--- src/rtl/nn_neuron_seq_pkg.sv ---
// Shared types and arithmetic helpers for the neuron sequencer.
`ifndef DATA_WIDTH
`define DATA_WIDTH 8
`endif
`ifndef ACC_WIDTH
`define ACC_WIDTH 32
`endif

package nn_pkg;

  // Sequencer states, one neuron at a time
  typedef enum logic [2:0] {
    IDLE,
    LOAD,
    CLEAR,
    ACC,
    RESULT,
    OUT,
    DONE
  } nnState_e;

  // Drop fractional bits with an arithmetic shift, then clamp to the signed
  // range of a dataWidth-bit word. Works on a 64-bit sign-extended copy so
  // any accumulator width up to 64 can share it.
  function automatic logic signed [63:0] rescaleSat(
    input logic signed [63:0] acc,
    input int                 fracBits,
    input int                 dataWidth
  );
    logic signed [63:0] r;
    logic signed [63:0] maxV;
    logic signed [63:0] minV;
    r    = acc >>> fracBits;
    maxV = (64'sd1 <<< (dataWidth - 1)) - 64'sd1;
    minV = -(64'sd1 <<< (dataWidth - 1));
    if (r > maxV) begin
      r = maxV;
    end else if (r < minV) begin
      r = minV;
    end
    return r;
  endfunction

endpackage

--- src/rtl/nn_neuron_seq_if.sv ---
// Memory read ports and result stream between the sequencer and its neighbours.
interface nn_neuron_seq_if #(
  parameter int DATA_WIDTH  = `DATA_WIDTH,
  parameter int ACCUM_WIDTH = `ACC_WIDTH,
  parameter int IN_AW       = 8,
  parameter int N_AW        = 6
);
  logic [IN_AW-1:0]      act_addr;
  logic [DATA_WIDTH-1:0] act_rdata;
  logic [IN_AW+N_AW-1:0] wgt_addr;
  logic [DATA_WIDTH-1:0] wgt_rdata;
  logic [N_AW-1:0]       bias_addr;
  logic [ACCUM_WIDTH-1:0] bias_rdata;
  logic                  out_valid;
  logic                  out_ready;
  logic [DATA_WIDTH-1:0] out_data;
  logic [N_AW-1:0]       out_idx;

  modport master (
    output act_addr, wgt_addr, bias_addr, out_valid, out_data, out_idx,
    input  act_rdata, wgt_rdata, bias_rdata, out_ready
  );

  modport slave (
    input  act_addr, wgt_addr, bias_addr, out_valid, out_data, out_idx,
    output act_rdata, wgt_rdata, bias_rdata, out_ready
  );
endinterface

--- src/rtl/nn_neuron_seq_mac.sv ---
// Signed multiply-accumulate with bias preload and a rescaled, saturated view
// of the accumulator.
module nn_mac_unit
  import nn_pkg::*;
#(
  parameter int DATA_WIDTH  = `DATA_WIDTH,
  parameter int ACCUM_WIDTH = `ACC_WIDTH,
  parameter int FRAC_BITS   = 8
) (
  input  logic                          clk,
  input  logic                          rst_n,
  input  logic                          clear_accum_i,
  input  logic                          bias_enable_i,
  input  logic signed [ACCUM_WIDTH-1:0] bias_i,
  input  logic                          enable_i,
  input  logic signed [DATA_WIDTH-1:0]  a_i,
  input  logic signed [DATA_WIDTH-1:0]  b_i,
  output logic signed [DATA_WIDTH-1:0]  rescaled_o,
  output logic                          valid_o
);
  logic signed [ACCUM_WIDTH-1:0]  accum_q;
  logic signed [ACCUM_WIDTH-1:0]  accum_d;
  logic signed [2*DATA_WIDTH-1:0] product;
  logic                           valid_q;

  assign product = a_i * b_i;

  // Clear (optionally seeding the bias) takes priority over accumulation
  always_comb begin
    accum_d = accum_q;
    if (clear_accum_i) begin
      accum_d = bias_enable_i ? bias_i : '0;
    end else if (enable_i) begin
      accum_d = accum_q + ACCUM_WIDTH'(product);
    end
  end

  // Accumulator and one-cycle-delayed enable as a "sum updated" flag
  always_ff @(posedge clk) begin
    if (!rst_n) begin
      accum_q <= '0;
      valid_q <= 1'b0;
    end else begin
      accum_q <= accum_d;
      valid_q <= enable_i;
    end
  end

  assign valid_o    = valid_q;
  assign rescaled_o = DATA_WIDTH'(rescaleSat(64'(accum_q), FRAC_BITS, DATA_WIDTH));

endmodule

--- src/rtl/nn_neuron_seq.sv ---
// Fully-connected layer sequencer: walks neurons, streams activations and
// weights into one MAC, and emits rescaled results on a valid/ready stream.
module nn_neuron_seq
  import nn_pkg::*;
#(
  parameter int DATA_WIDTH  = `DATA_WIDTH,
  parameter int ACCUM_WIDTH = `ACC_WIDTH,
  parameter int FRAC_BITS   = 8,
  parameter int MAX_INPUTS  = 256,
  parameter int MAX_NEURONS = 64,
  localparam int IN_AW      = $clog2(MAX_INPUTS),
  localparam int N_AW       = $clog2(MAX_NEURONS)
) (
  input  logic             clk,
  input  logic             rst,
  input  logic             start_i,
  input  logic [IN_AW:0]   num_inputs_i,
  input  logic [N_AW:0]    num_neurons_i,
  input  logic             bias_en_i,
  input  logic             relu_en_i,
  nn_neuron_seq_if.master  bus,
  output logic             busy_o,
  output logic             done_o
);
  localparam int WA = IN_AW + N_AW;

  nnState_e state_q, state_d;

  logic [IN_AW:0]        numInputs_q, numInputs_d;
  logic [N_AW:0]         numNeurons_q, numNeurons_d;
  logic                  biasEn_q, biasEn_d;
  logic                  reluEn_q, reluEn_d;
  logic [IN_AW-1:0]      kIdx_q, kIdx_d;
  logic [N_AW-1:0]       neuronIdx_q, neuronIdx_d;
  logic [WA-1:0]         wbase_q, wbase_d;
  logic [DATA_WIDTH-1:0] outData_q, outData_d;
  logic [N_AW-1:0]       outIdx_q, outIdx_d;

  logic [IN_AW:0]        kNext;
  logic                  kLast;
  logic                  moreNeurons;
  logic [IN_AW-1:0]      actAddr;
  logic                  macClear;
  logic                  macBiasEn;
  logic                  macEnable;
  logic signed [DATA_WIDTH-1:0] macRescaled;

  assign kNext       = {1'b0, kIdx_q} + (IN_AW+1)'(1);
  assign kLast       = (kNext == numInputs_q);
  assign moreNeurons = ((N_AW+1)'(neuronIdx_q) + (N_AW+1)'(1)) < numNeurons_q;

  // State register
  always_ff @(posedge clk) begin
    if (rst) begin
      state_q <= IDLE;
    end else begin
      state_q <= state_d;
    end
  end

  // Next-state: one pass of LOAD/CLEAR/ACC/RESULT/OUT per neuron
  always_comb begin
    state_d = state_q;
    case (state_q)
      IDLE:    if (start_i) state_d = (num_neurons_i == '0) ? DONE : LOAD;
      LOAD:    state_d = CLEAR;
      CLEAR:   state_d = (numInputs_q == '0) ? RESULT : ACC;
      ACC:     if (kLast) state_d = RESULT;
      RESULT:  state_d = OUT;
      OUT:     if (bus.out_ready) state_d = moreNeurons ? LOAD : DONE;
      DONE:    state_d = IDLE;
      default: state_d = IDLE;
    endcase
  end

  // Outputs: MAC control, read address for the next input, status flags
  always_comb begin
    macClear  = 1'b0;
    macBiasEn = 1'b0;
    macEnable = 1'b0;
    actAddr   = '0;
    case (state_q)
      CLEAR: begin
        macClear  = 1'b1;
        macBiasEn = biasEn_q;
      end
      ACC: begin
        macEnable = 1'b1;
        actAddr   = kLast ? kIdx_q : kNext[IN_AW-1:0];
      end
      default: ;
    endcase
  end

  assign busy_o        = (state_q != IDLE);
  assign done_o        = (state_q == DONE);
  assign bus.out_valid = (state_q == OUT);
  assign bus.out_data  = outData_q;
  assign bus.out_idx   = outIdx_q;
  assign bus.act_addr  = actAddr;
  assign bus.wgt_addr  = wbase_q + WA'(actAddr);
  assign bus.bias_addr = neuronIdx_q;

  // Datapath next values: layer config latch, counters, result capture
  always_comb begin
    numInputs_d  = numInputs_q;
    numNeurons_d = numNeurons_q;
    biasEn_d     = biasEn_q;
    reluEn_d     = reluEn_q;
    kIdx_d       = kIdx_q;
    neuronIdx_d  = neuronIdx_q;
    wbase_d      = wbase_q;
    outData_d    = outData_q;
    outIdx_d     = outIdx_q;
    case (state_q)
      IDLE: begin
        if (start_i) begin
          numInputs_d  = num_inputs_i;
          numNeurons_d = num_neurons_i;
          biasEn_d     = bias_en_i;
          reluEn_d     = relu_en_i;
          neuronIdx_d  = '0;
          wbase_d      = '0;
        end
      end
      LOAD:   kIdx_d = '0;
      ACC:    kIdx_d = kNext[IN_AW-1:0];
      RESULT: begin
        outData_d = (reluEn_q && macRescaled[DATA_WIDTH-1]) ? '0 : macRescaled;
        outIdx_d  = neuronIdx_q;
      end
      OUT: begin
        if (bus.out_ready && moreNeurons) begin
          neuronIdx_d = neuronIdx_q + N_AW'(1);
          wbase_d     = wbase_q + WA'(numInputs_q);
        end
      end
      default: ;
    endcase
  end

  // Datapath registers
  always_ff @(posedge clk) begin
    if (rst) begin
      numInputs_q  <= '0;
      numNeurons_q <= '0;
      biasEn_q     <= 1'b0;
      reluEn_q     <= 1'b0;
      kIdx_q       <= '0;
      neuronIdx_q  <= '0;
      wbase_q      <= '0;
      outData_q    <= '0;
      outIdx_q     <= '0;
    end else begin
      numInputs_q  <= numInputs_d;
      numNeurons_q <= numNeurons_d;
      biasEn_q     <= biasEn_d;
      reluEn_q     <= reluEn_d;
      kIdx_q       <= kIdx_d;
      neuronIdx_q  <= neuronIdx_d;
      wbase_q      <= wbase_d;
      outData_q    <= outData_d;
      outIdx_q     <= outIdx_d;
    end
  end

  nn_mac_unit #(
    .DATA_WIDTH  (DATA_WIDTH),
    .ACCUM_WIDTH (ACCUM_WIDTH),
    .FRAC_BITS   (FRAC_BITS)
  ) uMac (
    .clk           (clk),
    .rst_n         (~rst),
    .clear_accum_i (macClear),
    .bias_enable_i (macBiasEn),
    .bias_i        ($signed(bus.bias_rdata)),
    .enable_i      (macEnable),
    .a_i           ($signed(bus.act_rdata)),
    .b_i           ($signed(bus.wgt_rdata)),
    .rescaled_o    (macRescaled),
    .valid_o       ()
  );

endmodule

--- src/flat_wrapper.sv ---
// flat-port wrapper written by rule: the top's interface ports become plain ports
module nn_neuron_seq_flat import nn_pkg::*;
#(
  parameter int DATA_WIDTH  = `DATA_WIDTH,
  parameter int ACCUM_WIDTH = `ACC_WIDTH,
  parameter int FRAC_BITS   = 8,
  parameter int MAX_INPUTS  = 256,
  parameter int MAX_NEURONS = 64,
  localparam int IN_AW      = $clog2(MAX_INPUTS),
  localparam int N_AW       = $clog2(MAX_NEURONS)
)
  (clk, rst, start_i, num_inputs_i, num_neurons_i, bias_en_i, relu_en_i, busy_o, done_o, bus_act_addr, bus_wgt_addr, bus_bias_addr, bus_out_valid, bus_out_data, bus_out_idx, bus_act_rdata, bus_wgt_rdata, bus_bias_rdata, bus_out_ready);
  nn_neuron_seq_if #(.DATA_WIDTH(DATA_WIDTH), .ACCUM_WIDTH(ACCUM_WIDTH), .IN_AW(8), .N_AW(6)) bus_i ();
  input  logic clk;
  input  logic rst;
  input  logic start_i;
  input  logic [IN_AW:0] num_inputs_i;
  input  logic [N_AW:0] num_neurons_i;
  input  logic bias_en_i;
  input  logic relu_en_i;
  output logic busy_o;
  output logic done_o;
  output wire logic [$bits(bus_i.act_addr)-1:0] bus_act_addr;
  output wire logic [$bits(bus_i.wgt_addr)-1:0] bus_wgt_addr;
  output wire logic [$bits(bus_i.bias_addr)-1:0] bus_bias_addr;
  output wire logic [$bits(bus_i.out_valid)-1:0] bus_out_valid;
  output wire logic [$bits(bus_i.out_data)-1:0] bus_out_data;
  output wire logic [$bits(bus_i.out_idx)-1:0] bus_out_idx;
  input wire logic [$bits(bus_i.act_rdata)-1:0] bus_act_rdata;
  input wire logic [$bits(bus_i.wgt_rdata)-1:0] bus_wgt_rdata;
  input wire logic [$bits(bus_i.bias_rdata)-1:0] bus_bias_rdata;
  input wire logic [$bits(bus_i.out_ready)-1:0] bus_out_ready;
  assign bus_act_addr = bus_i.act_addr;
  assign bus_wgt_addr = bus_i.wgt_addr;
  assign bus_bias_addr = bus_i.bias_addr;
  assign bus_out_valid = bus_i.out_valid;
  assign bus_out_data = bus_i.out_data;
  assign bus_out_idx = bus_i.out_idx;
  assign bus_i.act_rdata = bus_act_rdata;
  assign bus_i.wgt_rdata = bus_wgt_rdata;
  assign bus_i.bias_rdata = bus_bias_rdata;
  assign bus_i.out_ready = bus_out_ready;
  nn_neuron_seq #(.DATA_WIDTH(DATA_WIDTH), .ACCUM_WIDTH(ACCUM_WIDTH), .FRAC_BITS(FRAC_BITS), .MAX_INPUTS(MAX_INPUTS), .MAX_NEURONS(MAX_NEURONS)) u_core (.clk(clk), .rst(rst), .start_i(start_i), .num_inputs_i(num_inputs_i), .num_neurons_i(num_neurons_i), .bias_en_i(bias_en_i), .relu_en_i(relu_en_i), .bus(bus_i), .busy_o(busy_o), .done_o(done_o));
endmodule
--- config.mk ---
export PLATFORM = sky130hd
export DESIGN_NAME = nn_neuron_seq_flat
export DESIGN_NICKNAME = d
export VERILOG_FILES = /design/src/rtl/nn_neuron_seq_pkg.sv /design/src/rtl/nn_neuron_seq_if.sv /design/src/rtl/nn_neuron_seq_mac.sv /design/src/rtl/nn_neuron_seq.sv /design/src/flat_wrapper.sv
export SDC_FILE = /design/constraint.sdc
export NUM_CORES = 1
export LEC_CHECK = 0
export CORE_AREA = 3 3 195 197
export DETAILED_ROUTE_END_ITERATION = 8
export DIE_AREA = 0 0 198 200
export GPL_TIMING_DRIVEN = 0
export SETUP_SLACK_MARGIN = 0.15
export SLEW_MARGIN = 20
export SYNTH_ARGS = -nofsm -noshare
export SYNTH_HDL_FRONTEND = slang
export SYNTH_SLANG_ARGS = --single-unit
--- constraint.sdc ---
create_clock -name clk -period 9.4 [get_ports clk]
set_input_delay 1.88 -clock clk [delete_from_list [all_inputs] [get_ports clk]]
set_output_delay 1.88 -clock clk [all_outputs]
set_load 0.01 [all_outputs]
* Word-level counts from Yosys, hierarchy flattened
Index checks and enable logic that the tools add are counted.
** Cells by class
- Eq/ne operators :: 11
- Add/sub/neg operators :: 6
- Reductions and logical operators :: 12
- Muxes and demuxes :: 25
- Multipliers :: 1
- $lt $le $gt $ge :: 3
** Operator list (number)
- 32-bit 2-to-1 mux :: 3
- 8-bit 2-to-1 mux :: 5
- 32-bit by 16-bit adder with 32-bit output :: 1
- 14-bit 2-to-1 mux :: 2
- 14-bit case mux with 2 select lines :: 1
- 24-bit by 8-bit greater-than comparator with 1-bit output, second input constant :: 1
- 24-bit by 8-bit < comparator with 1-bit output, second input constant :: 1
- 3-bit 2-to-1 mux :: 6
- 3-bit case mux with 6 select lines :: 1
- 8-bit by 8-bit multiplier with 16-bit output :: 1
- 8-bit case mux with 2 select lines :: 1
- 14-bit by 8-bit adder with 14-bit output :: 1
- 14-bit by 9-bit adder with 14-bit output :: 1
- 6-bit 2-to-1 mux :: 2
- 6-bit case mux with 2 select lines :: 1
- 8-bit by 1-bit adder with 9-bit output, second input constant :: 1
- 3-bit == test, second input constant :: 3
- 9-bit == test :: 1
- 9-bit zero test :: 1
- 6-bit by 1-bit adder with 7-bit output, second input constant :: 1
- 7-bit zero test :: 1
- 7-bit < comparator :: 1
- 6-bit by 1-bit adder with 6-bit output, second input constant :: 1
- 3-bit by 2-bit == test with 1-bit output, second input constant :: 2
- other kinds (10) :: 18
** Word-level totals
- Register bits :: 95

* Depth between registers and ports, before layout
- Depth in word-level cells :: 5
- Mapped depth :: 21
- Mapped depth without buffers :: 20

* Hierarchy
From an unflattened synthesis, not the netlist that was laid out.
** Unflattened totals
- Cells, all modules :: 1291
- Area, all modules :: 11021.8 um2
** Modules (own cells, without submodules)
- nn_mac_unit :: cells each 764, times used 1, sequential area each 660.6 um2, area each 7081.8 um2
- nn_neuron_seq :: cells each 527, times used 1, sequential area each 1261.2 um2, area each 3940.0 um2

* Worst setup path before layout
Ideal clock, no wire load.
- Kind :: in2reg
- Start :: input bus_wgt_rdata[1]
- End :: register u_core.uMac.accum_q[31]
- Data arrival time :: 7426 ps
- Setup slack :: 1900 ps
- Stages on the path :: 19
- Required time :: 9326 ps
- Cells stage by stage :: clkbuf_1 > and2_1 > fa_1 > inv_1 > fa_1 > inv_1 > fa_1 > fa_1 > ha_1 > ha_1 > buf_4 > a21oi_1 > o221ai_1 > a41oi_4 > a22oi_4 > o211a_1 > a211oi_2 > mux2_1 > a31oi_1
** Between the ends
- Word-level cells in the longest chain between the ends :: 4
** Ends and longest elaborated chain
- from (decl) :: line flat_wrapper.sv:30 : input wire logic [$bits(bus_i.wgt_rdata)-1:0] bus_wgt_rdata;
- 8-bit by 8-bit multiplier with 16-bit output :: line nn_neuron_seq_mac.sv:26 : assign product = a_i * b_i;
- 32-bit by 16-bit adder with 32-bit output :: line nn_neuron_seq_mac.sv:34 : accum_d = accum_q + ACCUM_WIDTH'(product);
- 32-bit 2-to-1 mux :: line nn_neuron_seq_mac.sv:33 : end else if (enable_i) begin
- 32-bit 2-to-1 mux :: line nn_neuron_seq_mac.sv:31 : if (clear_accum_i) begin
- to (signal assigned) :: line nn_neuron_seq_mac.sv:44 : accum_q <= accum_d;
- to (decl) :: line nn_neuron_seq_mac.sv:21 : logic signed [ACCUM_WIDTH-1:0] accum_q;
No other way between the ends. The select of a mux whose other input is x is not followed.
A chain may end at the register's enable or synchronous reset.

* Worst setup path after layout
- Start :: input bus_wgt_rdata[2]
- End :: register u_core.uMac.accum_q[26]
Same word-level chain as after synthesis.

==> out/metrics.cfg <==
[die]
initial_utilization_pct=29.8
dieArea_sq_um=39600
rows=70
ios=115
die_h_microns=200
die_w_microns=198
core_sq_um=36400

[drt]
dr_wl_met3_microns=1840
met2_length_microns=14300
dr_total_vias=9353
viasPerCell=5.06
ant_nets=0
wl_met1_microns=14900
routed_wl_microns=31800
wl_per_cell_microns=17.2
drt_iter0_drc=629
highest_layer=met5
drc=0
drt-pass1-iter-count=5

[sta]
period_minus_slack_ns=8.23
clock.fmax_mhz=122
relSlewSlack_pct=39.1
fin_crit_sh_pct=87.5
tns_ns=0
slew_violations=0
fin_skew_ns=0.00662
setup_viol=0
rsz0062_at_grt=no
timing.final.ws_setup_ns=1.17
hold_viol=0
max_slew.worst_pin.slew_ns=0.912
worst_hold_slack_ns=0.457

[yosys]
synth-seq-cells=95
syn_area_sq_um=10900
synth-xor-area-share_pct=5.07
synth.distinct_cells=81
syn_inst=1249
yosysSeqAreaShare_pct=17.5
synthMuxAreaShare_pct=0.288
synth_ff_type=dfxtp_1
synth_top_family_by_area=adder cells
synth_warnings=0
synth_fa_ha_area_share_pct=36.3
syn_avg_cell_area_sq_um=8.71
synth_compound_area_share_pct=17.2
syn_nets=1552
async_flop_share_pct=0
synth-edff-count=0
synthSimpleGateAreaFrac_pct=17.2

[clock_network]
cts.clk_slew.worst_paths_ns=0.07
clk_latency_ns=0.36
post_cts.repair.setup_buffers=0
cts_buffer_depth=2
htree_levels=3
cts-hold-fix-buffers=0
cts_root_buf=clkbuf_16
cts.sinks=95
postCtsResizedCells=0
cts_tree=done
cts_made_buffers=9

[place]
pre_cts_slack_ns=0.838
gp_congestion=0.879
post_dp_cell_area_sq_um=12600
port_buffers=112
hpwl_microns=26200

[layout]
final_cell_mix=139 x nand2_1, 137 x fa_1, 126 x inv_1
fin_area_sq_um=13000
multiInputGateArea_sq_um=8280
layout-drive-gt1-share_pct=3.84
seq_area_sq_um=1900
n_fill_cell=3780
syn_to_final_growth_pct=19.2
antenna_cells=0
fin_nets=1677
final_common_cell=nand2_1

[critical_path]
start_kind=input port
path_max_fanout=13
worstPathRequired_ns=9.61
arrival_ns=8.44
crit_path_end_kind=register
critical_path_class=in -> reg
r2r_slack_ns=3.99

[global_route]
grt_usage_pct=16.5
grt_pass1_vias=9549
grt_max_degree=24
antenna_found_initial=1
grt_pass1_wl_microns=51700
grt-ovfl-total=0

[power]
p_per_area_nw_per_um2=407
total_power_mw=5.27
p_leak_nw=5.52
irDropWorstVdd_uv=316

[hold_path]
hp-class=reg -> reg

[run_status]
run_status=finished, final reports clean

[job]
max-cap-violations=0

-- logic make-up after synthesis --
| family | Yosys count |
|---|---|
| adders and majority gates | 233 |
| DFF | 95 |
| AOI/OAI and AO/OA | 282 |
| and+or+nand+nor | 393 |
| muxes | 3 |
| buffers and inverters | 180 |
| xor gates and xnor gates | 63 |
-- final timing paths --
path,startpoint,endpoint,cells after the start
max,bus_wgt_rdata[2],u_core.uMac.accum_q[26]$_SDFFE_PP0P_,19
min,u_core.numNeurons_q[6]$_SDFFE_PP0P_,u_core.numNeurons_q[6]$_SDFFE_PP0P_,2
max reg2reg,u_core.uMac.accum_q[6]$_SDFFE_PP0P_,u_core.uMac.accum_q[26]$_SDFFE_PP0P_,18
min reg2reg,u_core.numNeurons_q[6]$_SDFFE_PP0P_,u_core.numNeurons_q[6]$_SDFFE_PP0P_,2
-- critical path, stage by stage --
cell,delay (ns)
clkdlybuf4s50_1,0.61
nand2_1,0.26
inv_1,0.08
fa_2,0.56
inv_1,0.14
fa_1,0.85
inv_1,0.57
fa_1,0.65
fa_1,0.49
ha_1,0.30
ha_1,0.36
nand2_1,0.15
nor3b_1,0.08
o41ai_1,0.45
nand3_1,0.23
a31o_1,0.27
a21oi_1,0.17
xor2_1,0.21
o22ai_1,0.11
-- cells in the mapped netlist, drive strengths merged (4+ instances only) --
| library cell | number | area share [%] |
|---|---|---|
| a211oi | 15 | 1.2 |
| a21boi | 4 | 0.28 |
| a21o | 15 | 1.0 |
| a21oi | 108 | 5.0 |
| a221oi | 17 | 1.4 |
| a22oi | 10 | 0.82 |
| a2bb2oi | 5 | 0.40 |
| a31oi | 4 | 0.23 |
| and2 | 36 | 2.1 |
| and3 | 10 | 0.58 |
| buf | 18 | 0.79 |
| clkbuf | 33 | 1.2 |
| dfxtp | 95 | 17 |
| fa | 138 | 25 |
| ha | 95 | 11 |
| inv | 127 | 4.4 |
| nand2 | 139 | 4.8 |
| nand2b | 8 | 0.46 |
| nand3 | 24 | 1.3 |
| nand4 | 8 | 0.46 |
| nor2 | 107 | 3.7 |
| nor2b | 6 | 0.35 |
| nor3 | 21 | 1.1 |
| nor3b | 5 | 0.35 |
| nor4 | 10 | 0.77 |
| o211ai | 6 | 0.41 |
| o21a | 6 | 0.41 |
| o21ai | 43 | 2.0 |
| o21bai | 10 | 0.72 |
| o22ai | 8 | 0.52 |
| o31ai | 7 | 0.48 |
| or3 | 7 | 0.40 |
| or4 | 5 | 0.35 |
| xnor2 | 41 | 3.3 |
| xor2 | 22 | 1.8 |
-- power by group --
group	switching, mW	leakage (nW)	internal [mW]	total, mW
Clock	0.175	0.155	0.242	0.417
Sequential	0.100	0.772	0.478	0.579
Combinational	2.48	4.59	1.79	4.27
-- per-layer routing --
layer	vias up	global-route usage [%]
met5	-	0
met4	2	4.46
met3	44	2.35
met2	272	26.6
met1	4544	23.3
li1	4491	-
-- metrics by stage --
step,cells,utilization [%]
6_report,1847,35.6
5_1_grt,1847,35.6
4_1_cts,1847,35.6
3_5_place_dp,1831,34.7
3_3_place_gp,1829,34.5
2_1_floorplan,1249,-
-- area by class of cell --
class,instances,area share (%)
Buffer,51,1.64
Clock buffer,10,1.84
Clock inverter,6,0.714
Inverter,129,3.74
Multi-Input combinational cell,974,63.9
Sequential cell,95,14.7
Tap cell,468,4.52
Timing Repair Buffer,114,8.96
-- state kept, by name (all words and copies together), names as in the netlist --
register              cells
u_core.biasEn_q           1
u_core.bus.bias_addr      6
u_core.bus.out_data       8
u_core.bus.out_idx        6
u_core.kIdx_q             8
u_core.numInputs_q        9
u_core.numNeurons_q       7
u_core.reluEn_q           1
u_core.state_q            3
u_core.uMac.accum_q      32
u_core.wbase_q           14
Power figures use the tool's default switching activity.
